==> src/rtl/fifo_pkg.sv <==
// Shared helpers for the dual-clock FIFO: Gray/binary conversion and default sizing.
package fifo_pkg;

  localparam int unsigned ADDRSIZE_DEF = 4;
  localparam int unsigned CODE_W       = 32;

  typedef logic [CODE_W-1:0] code_t;

  // Conversions operate on zero-extended words, so callers of any width up to
  // CODE_W simply widen the argument and truncate the result.
  function automatic code_t bin2gray(input code_t b);
    return (b >> 1) ^ b;
  endfunction

  function automatic code_t gray2bin(input code_t g);
    code_t b;
    b = '0;
    for (int i = 0; i < int'(CODE_W); i++) begin
      b[i] = ^(g >> i);
    end
    return b;
  endfunction

endpackage

==> src/rtl/fifo_gray2bin.sv <==
// Combinational Gray-to-binary converter, shared by the read and write pointer stages.
module fifo_gray2bin
  import fifo_pkg::*;
#(
  parameter int unsigned WIDTH = ADDRSIZE_DEF + 1
) (
  input  logic [WIDTH-1:0] gray,
  output logic [WIDTH-1:0] bin_c
);

  assign bin_c = WIDTH'(gray2bin(code_t'(gray)));

endmodule

==> src/rtl/rptr_empty.sv <==
// Read-side pointer, empty flag, fill level and almost-empty flag of the dual-clock FIFO.
// Optional sticky underflow error (rerr/rerr_clr) is enabled by defining RPTR_UFLOW_EN.
module rptr_empty
  import fifo_pkg::*;
#(
  parameter int unsigned ADDRSIZE  = ADDRSIZE_DEF,
  parameter int unsigned AE_THRESH = 2
) (
  input  logic                rclk,
  input  logic                rrst,
`ifdef RPTR_UFLOW_EN
  input  logic                rerr_clr,
  output logic                rerr,
`endif
  input  logic                rinc,
  input  logic [ADDRSIZE:0]   rq2_wptr,
  output logic [ADDRSIZE-1:0] raddr,
  output logic [ADDRSIZE:0]   rptr,
  output logic                rempty,
  output logic [ADDRSIZE:0]   rlevel,
  output logic                ralmost_empty
);

  localparam int unsigned PTR_W = ADDRSIZE + 1;
  localparam int unsigned DEPTH = 1 << ADDRSIZE;

  logic [PTR_W-1:0] rbin;
  logic [PTR_W-1:0] rbin_next_c;
  logic [PTR_W-1:0] rgray_next_c;
  logic [PTR_W-1:0] wbin_s_c;
  logic [PTR_W-1:0] diff_c;
  logic [PTR_W-1:0] level_next_c;
  logic             rd_ok_c;
  logic             empty_next_c;
  logic             ae_next_c;

  fifo_gray2bin #(
    .WIDTH (PTR_W)
  ) u_wptr_g2b (
    .gray  (rq2_wptr),
    .bin_c (wbin_s_c)
  );

  // Next-state: flags are derived from the next pointer so they never lag a read.
  always_comb begin
    rd_ok_c      = rinc & ~rempty;
    rbin_next_c  = rbin + PTR_W'(rd_ok_c);
    rgray_next_c = PTR_W'(bin2gray(code_t'(rbin_next_c)));
    empty_next_c = (rgray_next_c == rq2_wptr);
    diff_c       = wbin_s_c - rbin_next_c;
    level_next_c = (diff_c > PTR_W'(DEPTH)) ? PTR_W'(DEPTH) : diff_c;
    ae_next_c    = (level_next_c <= PTR_W'(AE_THRESH));
  end

  always_ff @(posedge rclk) begin
    if (rrst) begin
      rbin          <= '0;
      rptr          <= '0;
      rempty        <= 1'b1;
      rlevel        <= '0;
      ralmost_empty <= 1'b1;
    end else begin
      rbin          <= rbin_next_c;
      rptr          <= rgray_next_c;
      rempty        <= empty_next_c;
      rlevel        <= level_next_c;
      ralmost_empty <= ae_next_c;
    end
  end

  assign raddr = rbin[ADDRSIZE-1:0];

`ifdef RPTR_UFLOW_EN
  logic uflow_c;

  // Sticky underflow; a new underflow outranks a clear in the same cycle.
  always_comb begin
    uflow_c = rinc & rempty;
  end

  always_ff @(posedge rclk) begin
    if (rrst) begin
      rerr <= 1'b0;
    end else if (uflow_c) begin
      rerr <= 1'b1;
    end else if (rerr_clr) begin
      rerr <= 1'b0;
    end
  end
`endif

endmodule

==> config.mk <==
export PLATFORM = sky130hd
export DESIGN_NAME = rptr_empty
export DESIGN_NICKNAME = d
export VERILOG_FILES = /design/src/rtl/fifo_pkg.sv /design/src/rtl/fifo_gray2bin.sv /design/src/rtl/rptr_empty.sv
export SDC_FILE = /design/constraint.sdc
export NUM_CORES = 1
export LEC_CHECK = 0
export ABC_AREA = 1
export BUFFER_PORTS_ARGS = -buffer_cell sky130_fd_sc_hd__buf_2
export CAP_MARGIN = 20
export CELL_PAD_IN_SITES_DETAIL_PLACEMENT = 1
export CELL_PAD_IN_SITES_GLOBAL_PLACEMENT = 2
export CORE_AREA = 8 8 65 67
export DETAILED_ROUTE_END_ITERATION = 7
export DIE_AREA = 0 0 73 75
export PLACE_DENSITY = 0.75
export SKIP_CTS_REPAIR_TIMING = 1
export SYNTH_ARGS = -nofsm -noshare
export SYNTH_HDL_FRONTEND = slang
export SYNTH_SLANG_ARGS = --single-unit
==> constraint.sdc <==
create_clock -name rclk -period 3.6 [get_ports rclk]
set_input_delay 0.72 -clock rclk [delete_from_list [all_inputs] [get_ports rclk]]
set_output_delay 0.72 -clock rclk [all_outputs]
set_load 0.02 [all_outputs]
==> impl_metrics.py, run 1 <==
metrics = {
    "run_status": {
        "status": "completed",
    },
    "sta": {
        "finClkSkew_ns": 0.00231,
        "whs_ns": 0.626,
        "relSlewSlack_pct": 72.7,
        "grt_setup_unrepaired": "false",
        "setup_viol": 0,
        "hold_violations": 0,
        "finalMaxSlewViolations": 0,
        "min_period_ns": 2.41,
        "period_share_pct": 67.0,
        "setup_tns_ns": 0,
        "tightest_slew_ns": 0.406,
        "max_freq_mhz": 415,
    },
    "routing": {
        "avgViaCountPerCell": 4.20,
        "top_layer": "met4",
        "drtAntennaViolNets": 0,
        "first_pass_iters": 4,
        "first_iter_violations": 23,
        "wl_met2_um": 1070,
        "met3_wirelength_um": 137,
        "drc": 0,
        "wl_met1_um": 978,
        "vias": 786,
        "drt-total-wl_um": 2200,
        "wl_per_cell_um": 11.7,
    },
    "power": {
        "comb_power_share_pct": 31.8,
        "switching_share_pct": 33.1,
        "power_frac_seq_pct": 42.5,
        "clkPwrFrac_pct": 25.7,
        "ir_drop_uv": 126,
        "power.density_nw_per_um2": 387,
        "power_switching_w": 0.000151,
        "intPower_w": 0.000305,
        "report.power.total_w": 0.000455,
        "leakagePower_nw": 0.607,
    },
    "synthesis": {
        "syn_area_per_cell_um2": 8.44,
        "ys_types": 23,
        "yosys_register_bits": 16,
        "syn_area_um2": 971,
        "synth_nets": 130,
        "synth-seq-area-share_pct": 33.0,
        "syn-instance-count": 115,
        "yosys_warnings": 0,
    },
    "cts": {
        "htreeDepth": 1,
        "clockRootBuffer": "clkbuf_4",
        "cts.clk_slew.worst_paths_ns": 0.09,
        "cts_buffers": 3,
        "clkSinkCount": 16,
        "cts_tree": "built",
        "cts_buffer_depth": 2,
        "insertion_delay_ns": 0.29,
    },
    "worst_setup_path": {
        "worstReg2RegStart": "rempty",
        "rr_worst_depth": 13,
        "required_ns": 3.83,
        "slowest_stage": "ha_1",
        "crit_path_cell_trace": "buf_2, inv_1, nor2_1, ha_1, ha_1, nand3b_1, and2_1, ha_1, inv_1, nand2_2, nand3_2, nand2_1, nand2_2, nand3_4, a21oi_2",
        "startpoint_type": "input port",
        "criticalPathCategory": "in2reg",
        "cp.arrival_ns": 2.64,
        "slowest_delay_ns": 0.36,
        "startpoint": "rinc",
        "rrSetupSlack_ns": 1.41,
        "endpoint_kind": "flip-flop",
        "critPathMaxFanout": 4,
        "r2r-end": "rlevel[3]",
        "cpMostUsedCell": "ha_1",
    },
    "finish": {
        "antenna_cells": 0,
        "stdcell_count": 187,
        "layout-drive-gt1-share_pct": 33.3,
        "nets": 157,
        "design_area_um2": 1180,
        "syn_to_final_growth_pct": 21.1,
    },
    "placement": {
        "placed_area_um2": 1140,
        "gp_congestion": 0.788,
        "dp_cells": 183,
        "port_buffers": 23,
        "place_hpwl_um": 1920,
    },
    "global_routing": {
        "grt_pass1_vias": 826,
        "grt_first_pass_wirelength_um": 3740,
        "grt.total_usage_pct": 8.84,
        "grt_max_degree": 13,
        "grt_antenna_before_repair": 0,
        "grt_overflow": 0,
    },
    "hold_path": {
        "hp-start": "rptr[4]",
        "whs_path_depth": 2,
        "hold-path-endpoint": "rptr[4]",
        "hold_path.class": "reg2reg",
    },
    "floorplanning": {
        "die-area_um2": 5480,
        "core_area_um2": 3230,
        "die_h_um": 75,
        "num_rows": 21,
        "initial_core_util_pct": 30.0,
        "ios": 24,
        "die_x_um": 73,
    },
    "job": {
        "maxCapViolCount": 0,
    },
}
-- synthesized netlist by cell type (all sizes together) --
| library cell | n | area [um2] |
|---|---|---|
| o21bai | 1 | 11.3 |
| nor3 | 1 | 5.00 |
| dfxtp | 16 | 320 |
| nor2 | 15 | 56.3 |
| xnor2 | 8 | 77.6 |
| xor2 | 9 | 101 |
| nand3b | 2 | 27.5 |
| a21oi | 4 | 23.8 |
| and2 | 1 | 6.26 |
| nand2 | 23 | 101 |
| clkbuf | 1 | 3.75 |
| nand3 | 10 | 82.6 |
| nand4 | 1 | 6.26 |
| ha | 7 | 87.6 |
| inv | 16 | 60.1 |
-- registers in the layout, summed over array words and instances, names as in the netlist --
name           count
rbin               4
ralmost_empty      1
rptr               5
rempty             1
rlevel             5
-- power groups by stage --
stage	clock (W)	sequential, W	combinational [W]
2_1_floorplan	0	0.000215	0.0000906
3_3_place_gp	0	0.000198	0.000147
3_5_place_dp	0	0.000198	0.000148
4_1_cts	0.000124	0.000194	0.000149
5_1_grt	0.000133	0.000195	0.000165
6_report	0.000117	0.000193	0.000145
-- cell families after synthesis --
family / count (synthesis) / share of synthesized area [%]
AO/OA/AOI/OAI: 5 / 3.61
XOR/XNOR: 17 / 18.4
adder cells (fa/ha/maj): 7 / 9.02
buffers and inverters: 17 / 6.57
flip-flops: 16 / 33.0
AND/OR/NAND/NOR: 53 / 29.4
-- layer usage --
metal	track usage [%]	vias to the layer above
met5	0	-
met1	10.2	357
met3	3.86	2
met2	14.4	20
li1	-	407
met4	2.67	0
-- layout by cell type, fill, tap and decap left out --
master	netlist	layout
a21oi_1	3	3
a21oi_2	1	1
and2_1	1	1
buf_2	0	23
clkbuf_4	0	3
clkbuf_8	0	1
dfxtp_1	16	16
ha_1	7	7
inv_1	14	14
inv_2	2	2
nand2_1	17	17
nand2_2	6	6
nand3_1	5	5
nand3_2	4	4
nand3_4	1	1
nand3b_1	1	1
nand3b_4	1	1
nand4_1	1	1
nor2_1	15	15
nor3_1	1	1
o21bai_2	1	1
xnor2_1	7	7
xnor2_2	1	1
xor2_1	6	6
xor2_2	3	3
-- worst max-delay path, delay by kind of cell --
family | cells | cell delay, ns
AND/OR/NAND/NOR | 8 | 0.87
AO/OA/AOI/OAI | 1 | 0.10
adder cells (fa/ha/maj) | 3 | 0.72
buffers and inverters | 3 | 0.21
-- layout make-up --
| cell class | instances | area [um2] |
|---|---|---|
| Tap cell | 46 | 57.6 |
| Clock buffer | 4 | 36.3 |
| Fill cell | 399 | 2060 |
| Multi-Input combinational cell | 82 | 587 |
| Inverter | 16 | 60.1 |
| Sequential cell | 16 | 320 |
| Timing Repair Buffer | 23 | 115 |
-- worst max-delay path by stage --
stage / end
2_1_floorplan: rlevel[3]
3_3_place_gp: rlevel[3]
3_5_place_dp: rlevel[3]
4_1_cts: rlevel[3]
5_1_grt: rlevel[3]
6_report: rlevel[3]
-- through the flow --
| step | util (%) | worst slack [ns] |
|---|---|---|
| 2_1_floorplan | - | 1.17 |
| 3_3_place_gp | 35.3 | 0.922 |
| 3_5_place_dp | 35.3 | 0.868 |
| 4_1_cts | 36.4 | 1.17 |
| 5_1_grt | 36.4 | 1.04 |
| 6_report | 36.4 | 1.19 |
No activity file was read; power rests on OpenSTA's default activity.
==> run 2, diff against run 1 <==
Settings changed: CORE_AREA 8 8 65 67 to 8 8 69 71, DIE_AREA 0 0 73 75 to 0 0 77 79, PLACE_DENSITY 0.75 to 0.7.
Clock period 3.6 ns to 2.1 ns, I/O delays scaled along.
==> impl_metrics.py, run 2 (synthesis results as in run 1) <==
metrics = {
    "global_routing": {
        "grt_overflow": 0,
        "grt.total_usage_pct": 8.47,
        "grt_antenna_before_repair": 0,
        "grt_first_pass_wirelength_um": 4220,
        "grt_max_degree": 13,
        "grt_pass1_vias": 935,
    },
    "worst_setup_path": {
        "slowest_delay_ns": 0.21,
        "crit_family": "simple AND/OR/NAND/NOR gates",
        "endpoint_kind": "flip-flop",
        "required_ns": 2.28,
        "cpMostUsedCell": "nand2_2",
        "cp.arrival_ns": 2.14,
        "slowest_stage": "ha_4",
        "criticalPathCategory": "in2reg",
        "critPathMaxFanout": 4,
        "startpoint_type": "input port",
        "path_buf_inv": 3,
        "crit_path_cell_trace": "buf_2, inv_1, nor2_4, ha_4, ha_4, nand3b_1, and2_1, ha_1, inv_2, nand2_2, nand3_4, nand2_2, nand2_2, nand3_4, a21oi_2",
    },
    "finish": {
        "nFillCells": 466,
        "final_common_cell": "buf_2",
        "final_cell_mix": "buf_2, nand2_1, buf_4, dfxtp_1, inv_1",
        "stdcell_count": 206,
        "syn_to_final_growth_pct": 41.2,
        "nets": 173,
        "design_area_um2": 1370,
        "antenna_cells": 0,
        "post-route-util_pct": 36.1,
        "layout-drive-gt1-share_pct": 46.2,
        "top_regs": "rlevel (5), rptr (5), rbin (4)",
    },
    "floorplanning": {
        "die-area_um2": 6080,
        "core_area_um2": 3800,
        "die_x_um": 77,
        "ios": 24,
        "num_rows": 23,
        "die_h_um": 79,
        "initial_core_util_pct": 25.6,
    },
    "sta": {
        "max_freq_mhz": 511,
        "finalMaxSlewViolations": 0,
        "setup_tns_ns": 0,
        "tightest_slew_ns": 0.368,
        "hold_violations": 0,
        "setup_viol": 0,
        "period_share_pct": 93.2,
        "relSlewSlack_pct": 75.3,
        "min_period_ns": 1.96,
        "finClkSkew_ns": 0.000940,
    },
    "cts": {
        "cts.clk_slew.worst_paths_ns": 0.06,
        "clkSinkCount": 16,
        "cts_buffer_depth": 2,
        "cts_tree": "built",
        "cts_buffers": 3,
        "htreeDepth": 1,
        "clockRootBuffer": "clkbuf_8",
        "insertion_delay_ns": 0.24,
    },
    "routing": {
        "first_iter_violations": 5,
        "wl_per_cell_um": 11.6,
        "drt-total-wl_um": 2390,
        "avgViaCountPerCell": 3.97,
        "drc": 0,
        "first_pass_iters": 3,
        "vias": 818,
        "drtAntennaViolNets": 0,
    },
    "power": {
        "report.power.total_w": 0.000868,
        "power.density_nw_per_um2": 633,
        "leakagePower_nw": 0.683,
        "ir_drop_uv": 146,
    },
    "placement": {
        "place_hpwl_um": 2030,
        "dp_cells": 203,
        "gp_congestion": 0.779,
        "port_buffers": 23,
        "placed_area_um2": 1280,
    },
    "run_status": {
        "status": "completed",
    },
    "hold_path": {
        "hold_path.class": "in2reg",
    },
    "job": {
        "maxCapViolCount": 0,
    },
}
==> run 2: metrics by stage <==
stage	setup WS, ns	hold WS [ns]
global route	-0.00651	0.533
detailed placement	-0.199	0.618
CTS	0.00980	0.521
finish	0.143	0.508
floorplan	0.00768	0.530
global placement	-0.125	0.606
==> run 2: final timing paths <==
check          start        end  slack, ns  cells after the start
max             rinc  rlevel[3]       0.14                     15
min reg2reg  rptr[4]    rptr[4]       0.62                      2
max reg2reg   rempty  rlevel[3]       0.16                     13
min             rrst    rptr[1]       0.51                      2
==> run 2: layout make-up <==
cell class,count,area (um2),area share [%]
inverter,16,60.1,4.38
tap,50,62.6,4.56
timing repair buffer,39,235,17.2
clock buffer,3,41.3,3.01
multi-input combinational,82,651,47.4
sequential,16,322,23.4
==> run 2: metal layers <==
layer	wire length, um	GRT usage, %	up-vias	part of all wire, %
met5	0	0	-	0
met2	1190	15.1	12	50
met3	94	2.14	2	3.9
met4	31	3.40	0	1.3
met1	1080	9.45	371	45
li1	-	-	433	-
==> run 2: worst register-to-register path, cell delays in order, from the launching register on <==
cell	delay, ns
dfxtp_2	0.33
nor2_4	0.11
ha_4	0.15
ha_4	0.19
nand3b_1	0.16
and2_1	0.17
ha_1	0.20
inv_2	0.06
nand2_2	0.07
nand3_4	0.08
nand2_2	0.05
nand2_2	0.10
nand3_4	0.11
a21oi_2	0.11
==> run 2: power breakdown <==
part           switching [W]  leakage (nW)  internal (W)
Combinational       0.000176         0.530      0.000135
Sequential        0.00000841         0.131      0.000326
Clock              0.0000962        0.0216      0.000127
==> run 3, diff against run 2 <==
Settings changed: CORE_AREA 8 8 69 71 to 8 8 59 86, DIE_AREA 0 0 77 79 to 0 0 67 94, PLACE_DENSITY 0.7 to 0.67.
==> impl_metrics.py, run 3 (synthesis results as in run 1) <==
metrics = {
    "worst_setup_path": {
        "rrSetupSlack_ns": 0.11,
        "critPathMaxFanout": 3,
        "slowest_stage": "dfxtp_2",
        "startpoint_type": "flip-flop",
        "endpoint_kind": "flip-flop",
        "slowest_delay_ns": 0.33,
        "required_ns": 2.28,
        "cp.arrival_ns": 2.17,
        "crit_path_cell_trace": "nor2_4, ha_4, ha_4, nand3b_1, and2_1, ha_2, inv_2, nand3_1, a21oi_1, nand3_1, o21bai_2",
        "criticalPathCategory": "reg2reg",
    },
    "cts": {
        "cts_tree": "built",
        "cts_buffers": 3,
        "cts.clk_slew.worst_paths_ns": 0.07,
        "htreeDepth": 1,
        "insertion_delay_ns": 0.25,
        "clkSinkCount": 16,
        "clockRootBuffer": "clkbuf_8",
        "cts_buffer_depth": 2,
    },
    "hold_path": {
        "hold_path.class": "in2reg",
    },
    "finish": {
        "top_regs": "rlevel (5), rptr (5), rbin (4)",
        "syn_to_final_growth_pct": 45.9,
        "final_cell_mix": "buf_2, buf_4, nand2_1, dfxtp_1, nor2_1",
        "nets": 178,
        "final_common_cell": "buf_2",
        "post-route-util_pct": 36.8,
        "stdcell_count": 207,
        "antenna_cells": 0,
        "layout-drive-gt1-share_pct": 49.4,
    },
    "job": {
        "maxCapViolCount": 0,
    },
    "floorplanning": {
        "die_h_um": 94,
        "core_area_um2": 3850,
        "num_rows": 28,
        "ios": 24,
        "die_x_um": 67,
        "die-area_um2": 6300,
        "initial_core_util_pct": 25.2,
    },
    "run_status": {
        "status": "completed",
    },
    "sta": {
        "timing.final.ws_setup_ns": 0.110,
        "finClkSkew_ns": 0.00556,
        "relSlewSlack_pct": 77.8,
        "period_share_pct": 94.7,
        "whs_ns": 0.493,
        "hold_violations": 0,
        "tightest_slew_ns": 0.330,
        "finalMaxSlewViolations": 0,
        "max_freq_mhz": 503,
        "setup_viol": 0,
        "min_period_ns": 1.99,
        "setup_tns_ns": 0,
    },
    "routing": {
        "first_pass_iters": 3,
        "first_iter_violations": 26,
        "vias": 868,
        "avgViaCountPerCell": 4.19,
        "drtAntennaViolNets": 0,
        "drt-total-wl_um": 2530,
        "drc": 0,
        "wl_per_cell_um": 12.2,
    },
    "global_routing": {
        "grt_first_pass_wirelength_um": 4150,
        "grt_max_degree": 13,
        "grt.total_usage_pct": 8.43,
        "grt_antenna_before_repair": 0,
        "grt_overflow": 0,
        "grt_pass1_vias": 952,
    },
    "power": {
        "power.density_nw_per_um2": 657,
        "ir_drop_uv": 407,
        "leakagePower_nw": 0.713,
    },
    "placement": {
        "port_buffers": 23,
        "place_hpwl_um": 2200,
        "dp_cells": 202,
        "gp_congestion": 0.812,
        "preCtsSetupSlack_ns": -0.191,
    },
}
[run 3: changes by cell type in the layout (fill, tap and decap cells not counted), moves of 2 or more]
cell	before	now
buf_4	16	21
inv_2	3	5
nor2_1	12	14
inv_1	13	11
[run 3: per-layer routing]
metal,GRT usage [%],part of all wire [%]
met2,15.9,55
met3,2.03,4.2
met4,1.58,0.48
met1,9.08,40
met5,0,0
[run 3: metrics by stage]
stage / cell area [um2] / total power (W)
final: 1420 / 0.000930
after global routing: 1420 / 0.000985
after CTS: 1360 / 0.000917
after detailed placement: 1300 / 0.000641
after global placement: 1300 / 0.000635
after floorplan: 985 / 0.000526
[run 3: power by group]
| group | switching (W) | leakage [nW] | total [W] | internal (W) |
|---|---|---|---|---|
| sequential | 0.00000866 | 0.131 | 0.000334 | 0.000326 |
| combinational | 0.000180 | 0.553 | 0.000322 | 0.000142 |
| clock | 0.000108 | 0.0288 | 0.000274 | 0.000166 |
| total | 0.000297 | 0.713 | 0.000930 | 0.000634 |
[run 3: path summary, 6_finish.rpt]
path | cells after the start | endpoint | start
max | 11 | ralmost_empty | rempty
min | 2 | rbin[0] | rrst
max reg2reg | 11 | ralmost_empty | rempty
min reg2reg | 2 | rptr[4] | rptr[4]
[run 3: layout make-up]
| class | instances | area, um2 |
|---|---|---|
| inverter | 16 | 60.1 |
| tap | 45 | 56.3 |
| timing repair buffer | 44 | 273 |
| clock buffer | 4 | 55.1 |
| fill | 477 | 2440 |
| multi-input combinational | 82 | 651 |
| sequential | 16 | 322 |
[run 3: critical path, delay by kind of cell, from the launching register on]
family	cells	cell delay (ns)
DFF	1	0.33
adders and majority gates	3	0.53
AOI/OAI and AO/OA	2	0.29
and+or+nand+nor	5	0.71
buffers and inverters	1	0.07
